[config.mk]
export PLATFORM = sky130hd
export DESIGN_NAME = pdm_audio_dac
export DESIGN_NICKNAME = d
export VERILOG_FILES = /design/src/rtl/pdm_pkg.sv /design/src/rtl/pdm_channel_mod.sv /design/src/rtl/pdm_audio_dac.sv
export SDC_FILE = /design/constraint.sdc
export NUM_CORES = 1
export LEC_CHECK = 0
export BUFFER_PORTS_ARGS = -buffer_cell sky130_fd_sc_hd__clkbuf_2
export CAP_MARGIN = 30
export CORE_MARGIN = 4
export CORE_UTILIZATION = 40
export DETAILED_ROUTE_END_ITERATION = 7
export GPL_ROUTABILITY_DRIVEN = 0
export GPL_TIMING_DRIVEN = 0
export PLACE_DENSITY = 0.65
export SYNTH_ARGS = -nofsm -noshare
export SYNTH_HDL_FRONTEND = slang
export SYNTH_SLANG_ARGS = --single-unit
[constraint.sdc]
create_clock -name clk_i -period 12.1 [get_ports clk_i]
set_clock_uncertainty 0.15 [all_clocks]
set_input_delay 2.42 -clock clk_i [delete_from_list [all_inputs] [get_ports clk_i]]
set_output_delay 2.42 -clock clk_i [all_outputs]
set_load 0.01 [all_outputs]
[src/rtl/pdm_pkg.sv]
// Shared constants and arithmetic helpers for the PDM audio DAC.
package pdm_pkg;

  localparam logic ORDER1 = 1'b0;
  localparam logic ORDER2 = 1'b1;

  // Offset-binary zero level for a given sample width.
  function automatic logic [31:0] midscale(input int width);
    return 32'd1 << (width - 1);
  endfunction

  // Clamp to the symmetric range of an iw-bit signed integrator.
  function automatic logic signed [31:0] sat(input logic signed [31:0] v, input int iw);
    logic signed [31:0] lim;
    lim = (32'sd1 <<< (iw - 1)) - 32'sd1;
    if (v > lim) return lim;
    if (v < -lim) return -lim;
    return v;
  endfunction

endpackage

[src/rtl/pdm_channel_mod.sv]
// One PDM channel: sample conditioning (sign, volume, mute) and a
// first-order accumulator or second-order saturating modulator.
module pdm_channel_mod
  import pdm_pkg::*;
#(
  parameter int WIDTH = 12,
  parameter int IW    = WIDTH + 4
) (
  input  logic             clk_i,
  input  logic             rstn_i,
  input  logic             en_i,
  input  logic             order2_i,
  input  logic             signed_i,
  input  logic             mute_i,
  input  logic [2:0]       vol_i,
  input  logic [WIDTH-1:0] sample_i,
  output logic             pdm_o
);

  logic [WIDTH-1:0]        acc_q;
  logic signed [IW-1:0]    i1_q, i2_q;
  logic                    pdm_q, order_q;

  logic signed [WIDTH-1:0] sh;
  logic [WIDTH-1:0]        u_s;
  logic [WIDTH:0]          sum1;
  logic signed [31:0]      fb, i1_sum, i1_nx, i2_sum, i2_nx;

  always_comb begin
    // Arithmetic shift of the two's complement value, then back to offset binary.
    sh = $signed(sample_i) >>> vol_i;
    if (mute_i)        u_s = signed_i ? WIDTH'(midscale(WIDTH)) : '0;
    else if (signed_i) u_s = {~sh[WIDTH-1], sh[WIDTH-2:0]};
    else               u_s = sample_i >> vol_i;

    sum1   = {1'b0, acc_q} + {1'b0, u_s};

    fb     = pdm_q ? (32'sd1 <<< WIDTH) : 32'sd0;
    i1_sum = 32'(i1_q) + $signed({{(32-WIDTH){1'b0}}, u_s}) - fb;
    i1_nx  = sat(i1_sum, IW);
    i2_sum = 32'(i2_q) + i1_nx - fb;
    i2_nx  = sat(i2_sum, IW);
  end

  always_ff @(posedge clk_i or negedge rstn_i) begin
    if (!rstn_i) begin
      acc_q   <= '0;
      i1_q    <= '0;
      i2_q    <= '0;
      pdm_q   <= 1'b0;
      order_q <= ORDER1;
    end else begin
      order_q <= order2_i;
      if (!en_i) begin
        acc_q <= '0;
        i1_q  <= '0;
        i2_q  <= '0;
        pdm_q <= 1'b0;
      end else if (order2_i != order_q) begin
        // Mode change restarts from a clean state; the output bit is held.
        acc_q <= '0;
        i1_q  <= '0;
        i2_q  <= '0;
      end else if (order2_i == ORDER2) begin
        i1_q  <= IW'(i1_nx);
        i2_q  <= IW'(i2_nx);
        pdm_q <= (i2_nx >= 0);
      end else begin
        acc_q <= sum1[WIDTH-1:0];
        pdm_q <= sum1[WIDTH];
      end
    end
  end

  assign pdm_o = pdm_q;

endmodule

[src/rtl/pdm_audio_dac.sv]
// Multi-channel PDM DAC: pending/active sample buffers with valid/ready intake,
// sample-rate transfer strobe, sticky underrun flag and per-channel modulators.
module pdm_audio_dac
  import pdm_pkg::*;
#(
  parameter int WIDTH    = 12,
  parameter int CHANNELS = 2,
  parameter int IW       = WIDTH + 4
) (
  input  logic                      clk_i,
  input  logic                      rstn_i,
  input  logic                      en_i,
  input  logic                      order2_i,
  input  logic                      signed_i,
  input  logic                      mute_i,
  input  logic [2:0]                vol_i,
  input  logic [CHANNELS*WIDTH-1:0] sample_i,
  input  logic                      sample_valid_i,
  output logic                      sample_ready_o,
  input  logic                      update_i,
  output logic [CHANNELS-1:0]       pdm_o,
  output logic                      sd_o,
  output logic                      underrun_o,
  input  logic                      underrun_clr_i
);

  logic [CHANNELS*WIDTH-1:0] pend_q, pend_d, act_q, act_d;
  logic                      pend_full_q, pend_full_d;
  logic                      underrun_q, underrun_d;
  logic                      sd_q;
  logic                      accept;

  always_comb begin
    accept      = sample_valid_i & ~pend_full_q;
    pend_d      = pend_q;
    pend_full_d = pend_full_q;
    act_d       = act_q;
    underrun_d  = underrun_q;
    if (underrun_clr_i) underrun_d = 1'b0;
    if (update_i) begin
      if (pend_full_q) begin
        act_d       = pend_q;
        pend_full_d = 1'b0;
      end else if (accept) begin
        act_d = sample_i;
      end else begin
        // Strobe with nothing to play: keep the old sample, flag it (beats clear).
        underrun_d = 1'b1;
      end
    end else if (accept) begin
      pend_d      = sample_i;
      pend_full_d = 1'b1;
    end
  end

  always_ff @(posedge clk_i or negedge rstn_i) begin
    if (!rstn_i) begin
      pend_q      <= '0;
      pend_full_q <= 1'b0;
      act_q       <= '0;
      underrun_q  <= 1'b0;
      sd_q        <= 1'b0;
    end else begin
      pend_q      <= pend_d;
      pend_full_q <= pend_full_d;
      act_q       <= act_d;
      underrun_q  <= underrun_d;
      sd_q        <= en_i;
    end
  end

  assign sample_ready_o = ~pend_full_q;
  assign underrun_o     = underrun_q;
  assign sd_o           = sd_q;

  for (genvar c = 0; c < CHANNELS; c++) begin : g_ch
    pdm_channel_mod #(
      .WIDTH (WIDTH),
      .IW    (IW)
    ) u_ch (
      .clk_i    (clk_i),
      .rstn_i   (rstn_i),
      .en_i     (en_i),
      .order2_i (order2_i),
      .signed_i (signed_i),
      .mute_i   (mute_i),
      .vol_i    (vol_i),
      .sample_i (act_q[c*WIDTH +: WIDTH]),
      .pdm_o    (pdm_o[c])
    );
  end

endmodule

==> flow_metrics.py, run 1 <==
metrics = {
    "drt": {
        "routed_wl_um": 41100,
        "wl_per_cell_um": 17.7,
        "vias_per_cell": 5.82,
        "drt-initial-drc-count": 886,
        "vias": 13500,
        "drcViolationCount": 0,
        "postRouteAntennaNets": 0,
        "dr.pass1.iters": 5,
    },
    "synthesis": {
        "yosysSeqAreaShare_pct": 24.3,
        "synthFlopType": "dfrtp_1",
        "synth_edf_count": 0,
        "synth_fp_nets": 1973,
        "synth-seq-cells": 142,
        "syn-cell-area_mm2": 0.0146,
        "synth_top_area_share_pct": 24.3,
        "yosysUniqueCellTypes": 90,
        "yosys.area.top_type": "dfrtp_1",
        "synth_warnings": 0,
        "ys_top_cells_by_area": "dfrtp_1 (24%), ha_1 (14%), o21ai_0 (4.6%)",
        "avgSynthCellArea_um2": 8.29,
        "async_flop_share_pct": 100,
        "syn_inst": 1765,
    },
    "floorplanning": {
        "row_count": 69,
        "die_y_um": 199,
        "dieArea_mm2": 0.0397,
        "initial_core_util_pct": 40.8,
        "core_mm2": 0.0358,
        "die_x_um": 199,
        "ioPinCount": 41,
    },
    "clock_network": {
        "clk_transition_reported_paths_ns": 0.07,
        "clk_latency_ns": 0.44,
        "root_buffer": "clkbuf_16",
        "numCtsBuffers": 17,
        "cts_buffer_depth": 2,
        "clock-sinks": 142,
        "htreeDepth": 4,
        "cts_tree": "built",
        "hold_buffers": 0,
    },
    "worst_setup_path": {
        "crit_family": "simple AND/OR/NAND/NOR gates",
        "max_stage_delay_ns": 0.55,
        "worstSetupStartpointType": "input pin",
        "end_kind": "flop",
        "path_depth": 39,
        "critPathRequiredTime_ns": 12.27,
        "cp_max_fo": 10,
        "critPathKind": "in -> reg",
        "r2r_slack_ns": 2.03,
        "cp_slowest_cell": "or4_4",
        "cpMostUsedCell": "ha_2",
        "cp.arrival_ns": 11.92,
        "critPathBufInv": 3,
        "reg2reg_depth": 39,
    },
    "layout": {
        "nets": 2059,
        "filler_cell_count": 3371,
        "multiInputGateArea_mm2": 0.0108,
        "area_growth_pct": 16.8,
        "final_cell_mix": "inv_1 (166), nand2_1 (165), dfrtp_1 (142)",
        "postLayoutCellArea_mm2": 0.0171,
        "layout.cells.most_common": "inv_1",
        "seq_area_mm2": 0.00355,
        "diodes": 0,
        "layout-drive-gt1-share_pct": 16.8,
    },
    "min_path": {
        "hp-class": "reg -> reg",
        "holdPathStages": 1,
    },
    "place": {
        "port_buffers": 35,
        "place.detailed.hpwl_um": 30800,
        "dpl-instance-area_mm2": 0.0154,
    },
    "grt": {
        "grt_pass1_vias": 13100,
        "gr-usage-all-layers_pct": 19.9,
        "grt_overflow_total": 0,
        "grt_max_degree": 75,
        "antenna_found_initial": 0,
        "grt_pass1_wl_um": 65500,
    },
    "outcome": {
        "status": "finished clean",
    },
    "sta": {
        "relSlewSlack_pct": 43.6,
        "tightest_slew_ns": 0.846,
        "hold_viol": 0,
        "max_freq_ghz": 0.0851,
        "drv_slew": 0,
        "min_period_ns": 11.75,
        "rsz0062_at_grt": "false",
        "finalSetupTns_ns": 0,
        "finalSetupViolations": 0,
        "min_period_over_period_pct": 97.1,
        "whs_ns": 0.339,
    },
    "flow_run": {
        "drv_cap": 0,
    },
}
sequential cells by signal (all words and copies together) (netlist names), 2 cells and up:
name             flops
act_q               24
g_ch.u_ch.i2_q      32
pend_q              24
g_ch.u_ch.i1_q      32
g_ch.u_ch.acc_q     24
g_ch.u_ch.pdm_o      2
layer usage:
layer	global-route usage, %	up-vias	routed length [um]
met4	5.32	0	737
met5	0	-	0
met1	27.8	6624	19300
li1	-	6561	-
met3	2.71	55	1480
met2	32.6	299	19500
final cells by class:
type / count / area share (%)
Sequential cell: 142 / 20.8
Buffer: 71 / 2.29
Inverter: 168 / 3.69
Clock inverter: 15 / 1.37
Tap cell: 461 / 3.38
Timing Repair Buffer: 72 / 2.91
Multi-Input combinational cell: 1379 / 63.1
Clock buffer: 17 / 2.49
cell families (layout without fill, tap and decap cells):
group / count (synthesis) / count (layout) / synth area share, %
compound gates: 524 / 524 / 24.2
simple gates: 483 / 483 / 16.3
buf+inv: 244 / 343 / 6.47
fa+ha+maj: 179 / 179 / 15.5
flops: 142 / 142 / 24.3
xor+xnor: 105 / 105 / 6.39
mux: 88 / 88 / 6.80
cell usage after synthesis (10+ instances only):
| cell | n |
|---|---|
| a211o_1 | 10 |
| a211oi_1 | 15 |
| a21o_1 | 46 |
| a21oi_1 | 122 |
| a221o_1 | 37 |
| a22o_1 | 10 |
| a31oi_1 | 16 |
| and2_1 | 16 |
| clkbuf_1 | 61 |
| dfrtp_1 | 142 |
| ha_1 | 166 |
| inv_1 | 168 |
| mux2_2 | 30 |
| mux2i_1 | 49 |
| nand2_1 | 166 |
| nand2b_1 | 20 |
| nand3_1 | 47 |
| nand4_1 | 17 |
| nor2_1 | 95 |
| nor2b_1 | 23 |
| nor3_1 | 24 |
| nor4_1 | 13 |
| o211ai_1 | 18 |
| o21a_1 | 20 |
| o21ai_0 | 133 |
| o22ai_1 | 10 |
| xnor2_1 | 57 |
| xor2_1 | 46 |
path summary, 6_finish.rpt:
path                                                       start                                end
worst min register to register  g_ch[0].u_ch.i2_q[1]$_DFFE_PN0P_   g_ch[0].u_ch.i2_q[1]$_DFFE_PN0P_
worst min-delay path            g_ch[0].u_ch.i2_q[1]$_DFFE_PN0P_   g_ch[0].u_ch.i2_q[1]$_DFFE_PN0P_
max in group asynchronous                                 rstn_i   g_ch[0].u_ch.i2_q[2]$_DFFE_PN0P_
min in group asynchronous                                 rstn_i             pend_q[20]$_DFFE_PN0P_
worst max-delay path                                    vol_i[0]  g_ch[0].u_ch.i2_q[13]$_DFFE_PN0P_
worst max register to register             act_q[11]$_DFFE_PN0P_  g_ch[0].u_ch.i2_q[13]$_DFFE_PN0P_
per-stage QoR:
stage / util [%] / instances / setup WS (ns)
finish: 47.7 / 2325 / 0.352
floorplan: - / 1765 / 0.108
CTS: 46.1 / 2311 / 0.00718
detailed placement: 43.0 / 2262 / -2.35
global route: 47.7 / 2325 / 0.00295
global placement: 42.9 / 2261 / -2.18
repair_timing:
action / 4_1_cts / 5_1_grt
gates cloned: 1 / 2
endpoints found under the setup margin: 34 / 34
pin swaps: 25 / 38
setup buffers: 18 / 15
gates resized for setup: 85 / 112
worst register-to-register path, delay by kind of cell, from the launching register on:
kind	cells	cell delay, ns
AOI/OAI and AO/OA	11	2.26
xor gates and xnor gates	2	0.38
adders and majority gates	7	2.45
buffers and inverters	2	0.54
DFF	1	0.32
and+or+nand+nor	17	3.87
Power of run 1 is left out: the tool's default activity adds up to more than one toggle a clock period on the data nets, which glitch-free logic cannot reach.
==> run 2: changes to the inputs <==
Settings changed: ABC_AREA from default to 1.
==> flow_metrics.py, run 2 <==
metrics = {
    "outcome": {
        "status": "finished clean",
    },
    "synthesis": {
        "synthFlopType": "dfrtp_1",
        "yosysSeqAreaShare_pct": 24.2,
        "syn_inst": 2134,
        "synth_warnings": 0,
        "synth_fp_nets": 2342,
        "synthMostInstantiatedCell": "nand2_1",
        "ys_top_cells_by_area": "dfrtp_1 (24%), ha_1 (14%), nand2_1 (13%)",
        "synth-seq-cells": 142,
        "avgSynthCellArea_um2": 6.87,
        "yosys.area.top_type": "dfrtp_1",
        "synth_edf_count": 0,
        "netlist_top_cells_count": "nand2_1 (523), inv_1 (307), ha_1 (166)",
        "syn-cell-area_mm2": 0.0147,
        "synth_top_area_share_pct": 24.2,
        "async_flop_share_pct": 100,
        "yosysUniqueCellTypes": 54,
    },
    "drt": {
        "postRouteAntennaNets": 0,
        "vias_per_cell": 5.28,
        "routed_wl_um": 39100,
        "wl_per_cell_um": 14.7,
        "drt-initial-drc-count": 948,
        "vias": 14100,
        "drcViolationCount": 0,
        "dr.pass1.iters": 5,
    },
    "clock_network": {
        "cts.repair.resized": 0,
        "cts_buffer_depth": 2,
        "clock-sinks": 142,
        "hold_buffers": 0,
        "numCtsBuffers": 17,
        "clk_latency_ns": 0.43,
        "clk_transition_reported_paths_ns": 0.07,
        "cts_tree": "built",
        "cts_setup_buffers": 0,
        "htreeDepth": 4,
        "root_buffer": "clkbuf_16",
    },
    "floorplanning": {
        "initial_core_util_pct": 40.9,
        "dieArea_mm2": 0.0398,
        "die_y_um": 199,
        "die_x_um": 199,
        "ioPinCount": 41,
        "row_count": 69,
        "core_mm2": 0.0358,
    },
    "sta": {
        "drv_slew": 0,
        "relSlewSlack_pct": 46.1,
        "tightest_slew_ns": 0.808,
        "min_period_over_period_pct": 92.7,
        "min_period_ns": 11.22,
        "finalSetupViolations": 0,
        "max_freq_ghz": 0.0891,
        "rsz0062_at_grt": "false",
        "finalSetupTns_ns": 0,
        "hold_viol": 0,
    },
    "worst_setup_path": {
        "cp_slowest_cell": "nor3_1",
        "critPathKind": "in -> reg",
        "r2r_slack_ns": 2.81,
        "cp.arrival_ns": 11.39,
        "worstSetupStartpointType": "input pin",
        "max_stage_delay_ns": 0.41,
        "cp_max_fo": 10,
        "end_kind": "flop",
        "critPathRequiredTime_ns": 12.27,
        "cpMostUsedCell": "nand2_1",
    },
    "layout": {
        "area_growth_pct": 9.71,
        "multiInputGateArea_mm2": 0.00964,
        "seq_area_mm2": 0.00355,
        "nets": 2398,
        "filler_cell_count": 3647,
        "reg_top3": "g_ch.u_ch.i1_q (32), g_ch.u_ch.i2_q (32)",
        "final_cell_mix": "nand2_1 (523), inv_1 (307), ha_1 (166)",
        "diodes": 0,
        "fin_cells": 2664,
        "layout-drive-gt1-share_pct": 10.1,
        "layout.cells.most_common": "nand2_1",
    },
    "place": {
        "place.detailed.hpwl_um": 31600,
        "port_buffers": 38,
        "dp_cells": 2634,
    },
    "grt": {
        "gr-usage-all-layers_pct": 20.1,
        "grt_overflow_total": 0,
        "grt_pass1_wl_um": 66600,
        "grt_pass1_vias": 13700,
        "grt_max_degree": 96,
        "antenna_found_initial": 0,
    },
    "min_path": {
        "hp-class": "reg -> reg",
    },
    "flow_run": {
        "drv_cap": 0,
    },
}
run 2: cell types whose count changed in the layout (fill, tap and decap cells not counted), sizes merged, moves of 15 or more:
cell / change
nand2: +418
nor2: +57
a21oi: +28
nand2b: -20
inv: +143
buf: -31
a221o: -37
nand3: +67
nor2b: -23
and2: -15
a21o: -31
xnor2: -30
mux2i: -51
o21a: -20
run 2: cells by family (layout without fill, tap and decap cells):
group | count (synthesis) | in the layout | share of synthesized area, %
xor gates and xnor gates | 83 | 83 | 4.96
and+or+nand+nor | 946 | 946 | 29.0
AOI/OAI and AO/OA | 395 | 395 | 15.3
adders and majority gates | 172 | 172 | 15.0
muxes | 18 | 18 | 1.38
DFF | 142 | 142 | 24.2
buffers and inverters | 378 | 447 | 10.2
run 2: critical path, delay by kind of cell:
family,cells,cell delay [ns]
and+or+nand+nor,23,3.02
adders and majority gates,7,2.09
AOI/OAI and AO/OA,11,2.25
xor gates and xnor gates,1,0.15
buffers and inverters,10,1.42
run 2: path summary, 6_finish.rpt:
check                                                      start                                 to  depth (start not counted)
max in group asynchronous                                 rstn_i   g_ch[1].u_ch.i1_q[9]$_DFFE_PN0P_                          2
worst max-delay path                                    vol_i[0]  g_ch[0].u_ch.i2_q[15]$_DFFE_PN0P_                         52
worst min register to register  g_ch[0].u_ch.i2_q[8]$_DFFE_PN0P_   g_ch[0].u_ch.i2_q[8]$_DFFE_PN0P_                          2
worst min-delay path            g_ch[0].u_ch.i2_q[8]$_DFFE_PN0P_   g_ch[0].u_ch.i2_q[8]$_DFFE_PN0P_                          2
min in group asynchronous                                 rstn_i               underrun_o$_DFF_PN0_                          1
worst max register to register             act_q[11]$_DFFE_PN0P_  g_ch[0].u_ch.i2_q[15]$_DFFE_PN0P_                         49
run 2: routing by layer:
layer  GRT usage (%)  part of all wire, %  vias to the layer above
li1                -                    -                     7144
met1            27.8                   47                     6519
met2            33.6                   47                      347
met3            2.38                  4.2                       58
met4            5.16                  2.0                        0
met5               0                    0                        -
run 2: layout make-up:
cell class	count	area share, %
multi-input combinational	1614	59.9
buffer	59	1.85
sequential	142	22.1
clock buffer	19	2.75
inverter	317	7.40
timing repair buffer	39	1.41
tap	461	3.59
clock inverter	13	0.965
run 2: metrics by stage:
step / worst slack [ns] / util, % / hold WS (ns) / instance area [um^2]
6_report: 0.879 / 44.9 / 0.331 / 16100
4_1_cts: 0.124 / 44.8 / 0.332 / 16100
2_1_floorplan: 2.05 / - / 0.299 / 14700
5_1_grt: 0.0381 / 44.9 / 0.349 / 16100
3_3_place_gp: -0.209 / 43.1 / 0.312 / 15400
3_5_place_dp: -0.302 / 43.2 / 0.315 / 15500
Power of run 2 is left out for the same reason.
==> run 3: changes to the inputs <==
Settings changed: CORE_UTILIZATION 40 to 30, PLACE_DENSITY 0.65 to 0.54.
==> flow_metrics.py, run 3 (synthesized netlist as in run 2, its figures left out) <==
metrics = {
    "outcome": {
        "status": "finished clean",
    },
    "clock_network": {
        "clk_transition_reported_paths_ns": 0.07,
        "cts_buffer_depth": 2,
        "root_buffer": "clkbuf_16",
        "clock-sinks": 142,
        "numCtsBuffers": 17,
        "clk_latency_ns": 0.44,
        "cts_tree": "built",
        "htreeDepth": 4,
    },
    "drt": {
        "drcViolationCount": 0,
        "vias": 14000,
        "routed_wl_um": 40200,
        "vias_per_cell": 4.96,
        "wl_per_cell_um": 14.3,
        "drt-initial-drc-count": 864,
        "dr.pass1.iters": 5,
        "postRouteAntennaNets": 0,
    },
    "layout": {
        "filler_cell_count": 5231,
        "postLayoutCellArea_mm2": 0.0163,
        "area_growth_pct": 11.2,
        "layout-drive-gt1-share_pct": 10.2,
        "fin_cells": 2817,
        "reg_top3": "g_ch.u_ch.i1_q (32), g_ch.u_ch.i2_q (32)",
        "diodes": 0,
        "nets": 2397,
        "layout.cells.most_common": "nand2_1",
        "final_cell_mix": "nand2_1 (523), inv_1 (307), ha_1 (165)",
    },
    "sta": {
        "rsz0062_at_grt": "false",
        "max_freq_ghz": 0.0890,
        "min_period_over_period_pct": 92.9,
        "drv_slew": 0,
        "finalSetupViolations": 0,
        "relSlewSlack_pct": 45.1,
        "min_period_ns": 11.24,
        "finalSetupTns_ns": 0,
        "hold_viol": 0,
        "tightest_slew_ns": 0.820,
        "whs_ns": 0.329,
    },
    "place": {
        "place.detailed.hpwl_um": 32700,
        "port_buffers": 38,
        "dpl-instance-area_mm2": 0.0157,
        "dp_cells": 2788,
    },
    "worst_setup_path": {
        "cp.arrival_ns": 11.42,
        "cpMostUsedCell": "nand2_1",
        "critPathKind": "in -> reg",
        "cp_max_fo": 10,
        "max_stage_delay_ns": 0.46,
        "end_kind": "flop",
        "worstSetupStartpointType": "input pin",
        "critPathRequiredTime_ns": 12.28,
        "cp_slowest_cell": "fa_1",
    },
    "min_path": {
        "hp-class": "reg -> reg",
    },
    "grt": {
        "gr-usage-all-layers_pct": 15.4,
        "grt_overflow_total": 0,
        "grt_pass1_wl_um": 68100,
        "grt_max_degree": 91,
        "grt_pass1_vias": 13900,
        "antenna_found_initial": 2,
    },
    "floorplanning": {
        "dieArea_mm2": 0.0525,
        "core_mm2": 0.0480,
        "die_y_um": 229,
        "initial_core_util_pct": 30.5,
        "row_count": 80,
        "ioPinCount": 41,
        "die_x_um": 229,
    },
    "flow_run": {
        "drv_cap": 0,
    },
}
-- run 3: routing by layer --
| metal | part of all wire, % | global-route usage, % | vias to the layer above |
|---|---|---|---|
| li1 | - | - | 7141 |
| met1 | 49 | 21.0 | 6518 |
| met2 | 46 | 25.9 | 262 |
| met3 | 3.4 | 2.08 | 46 |
| met4 | 1.7 | 3.80 | 4 |
| met5 | 0.062 | 0 | - |
-- run 3: through the flow --
stage                     utilization (%)  setup slack (ns)
after detailed placement             32.6            -0.268
after global placement               32.5            -0.294
after global routing                 33.9           0.00704
after floorplan                         -              2.05
final                                33.9             0.860
after CTS                            33.9             0.142
-- run 3: final timing paths --
check / from / end / slack, ns / cells after the start
setup / recovery: vol_i[0] / g_ch[0].u_ch.i2_q[10]$_DFFE_PN0P_ / 0.86 / 52
hold / removal: g_ch[0].u_ch.i2_q[2]$_DFFE_PN0P_ / g_ch[0].u_ch.i2_q[2]$_DFFE_PN0P_ / 0.33 / 2
setup reg to reg: act_q[11]$_DFFE_PN0P_ / g_ch[0].u_ch.i2_q[10]$_DFFE_PN0P_ / 2.79 / 52
hold reg to reg: g_ch[0].u_ch.i2_q[2]$_DFFE_PN0P_ / g_ch[0].u_ch.i2_q[2]$_DFFE_PN0P_ / 0.33 / 2
max in group asynchronous: rstn_i / g_ch[1].u_ch.acc_q[11]$_DFFE_PN0P_ / 9.19 / 2
min in group asynchronous: rstn_i / g_ch[0].u_ch.i2_q[5]$_DFFE_PN0P_ / 1.78 / 1
-- run 3: area by class of cell --
class                      instances  area, um^2  share of cell area (%)
sequential                       142        3550                    21.8
buffer                            58         294                    1.80
clock inverter                    15         194                    1.19
multi-input combinational       1614        9640                    59.2
inverter                         317        1190                    7.32
timing repair buffer              39         226                    1.39
clock buffer                      17         425                    2.61
tap                              615         769                    4.72
-- run 3: worst max-delay path: cells and delay by family --
family | cells | cell delay [ns]
buf+inv | 9 | 1.25
fa+ha+maj | 7 | 2.48
xor+xnor | 1 | 0.15
compound gates | 11 | 2.34
simple gates | 24 | 2.74
-- run 3: what timing repair did --
action,4_1_cts,5_1_grt
setup buffers,0,0
resized for setup,0,19
hold buffers,0,0
endpoints found under the setup margin,0,31
Power of run 3 is left out for the same reason.
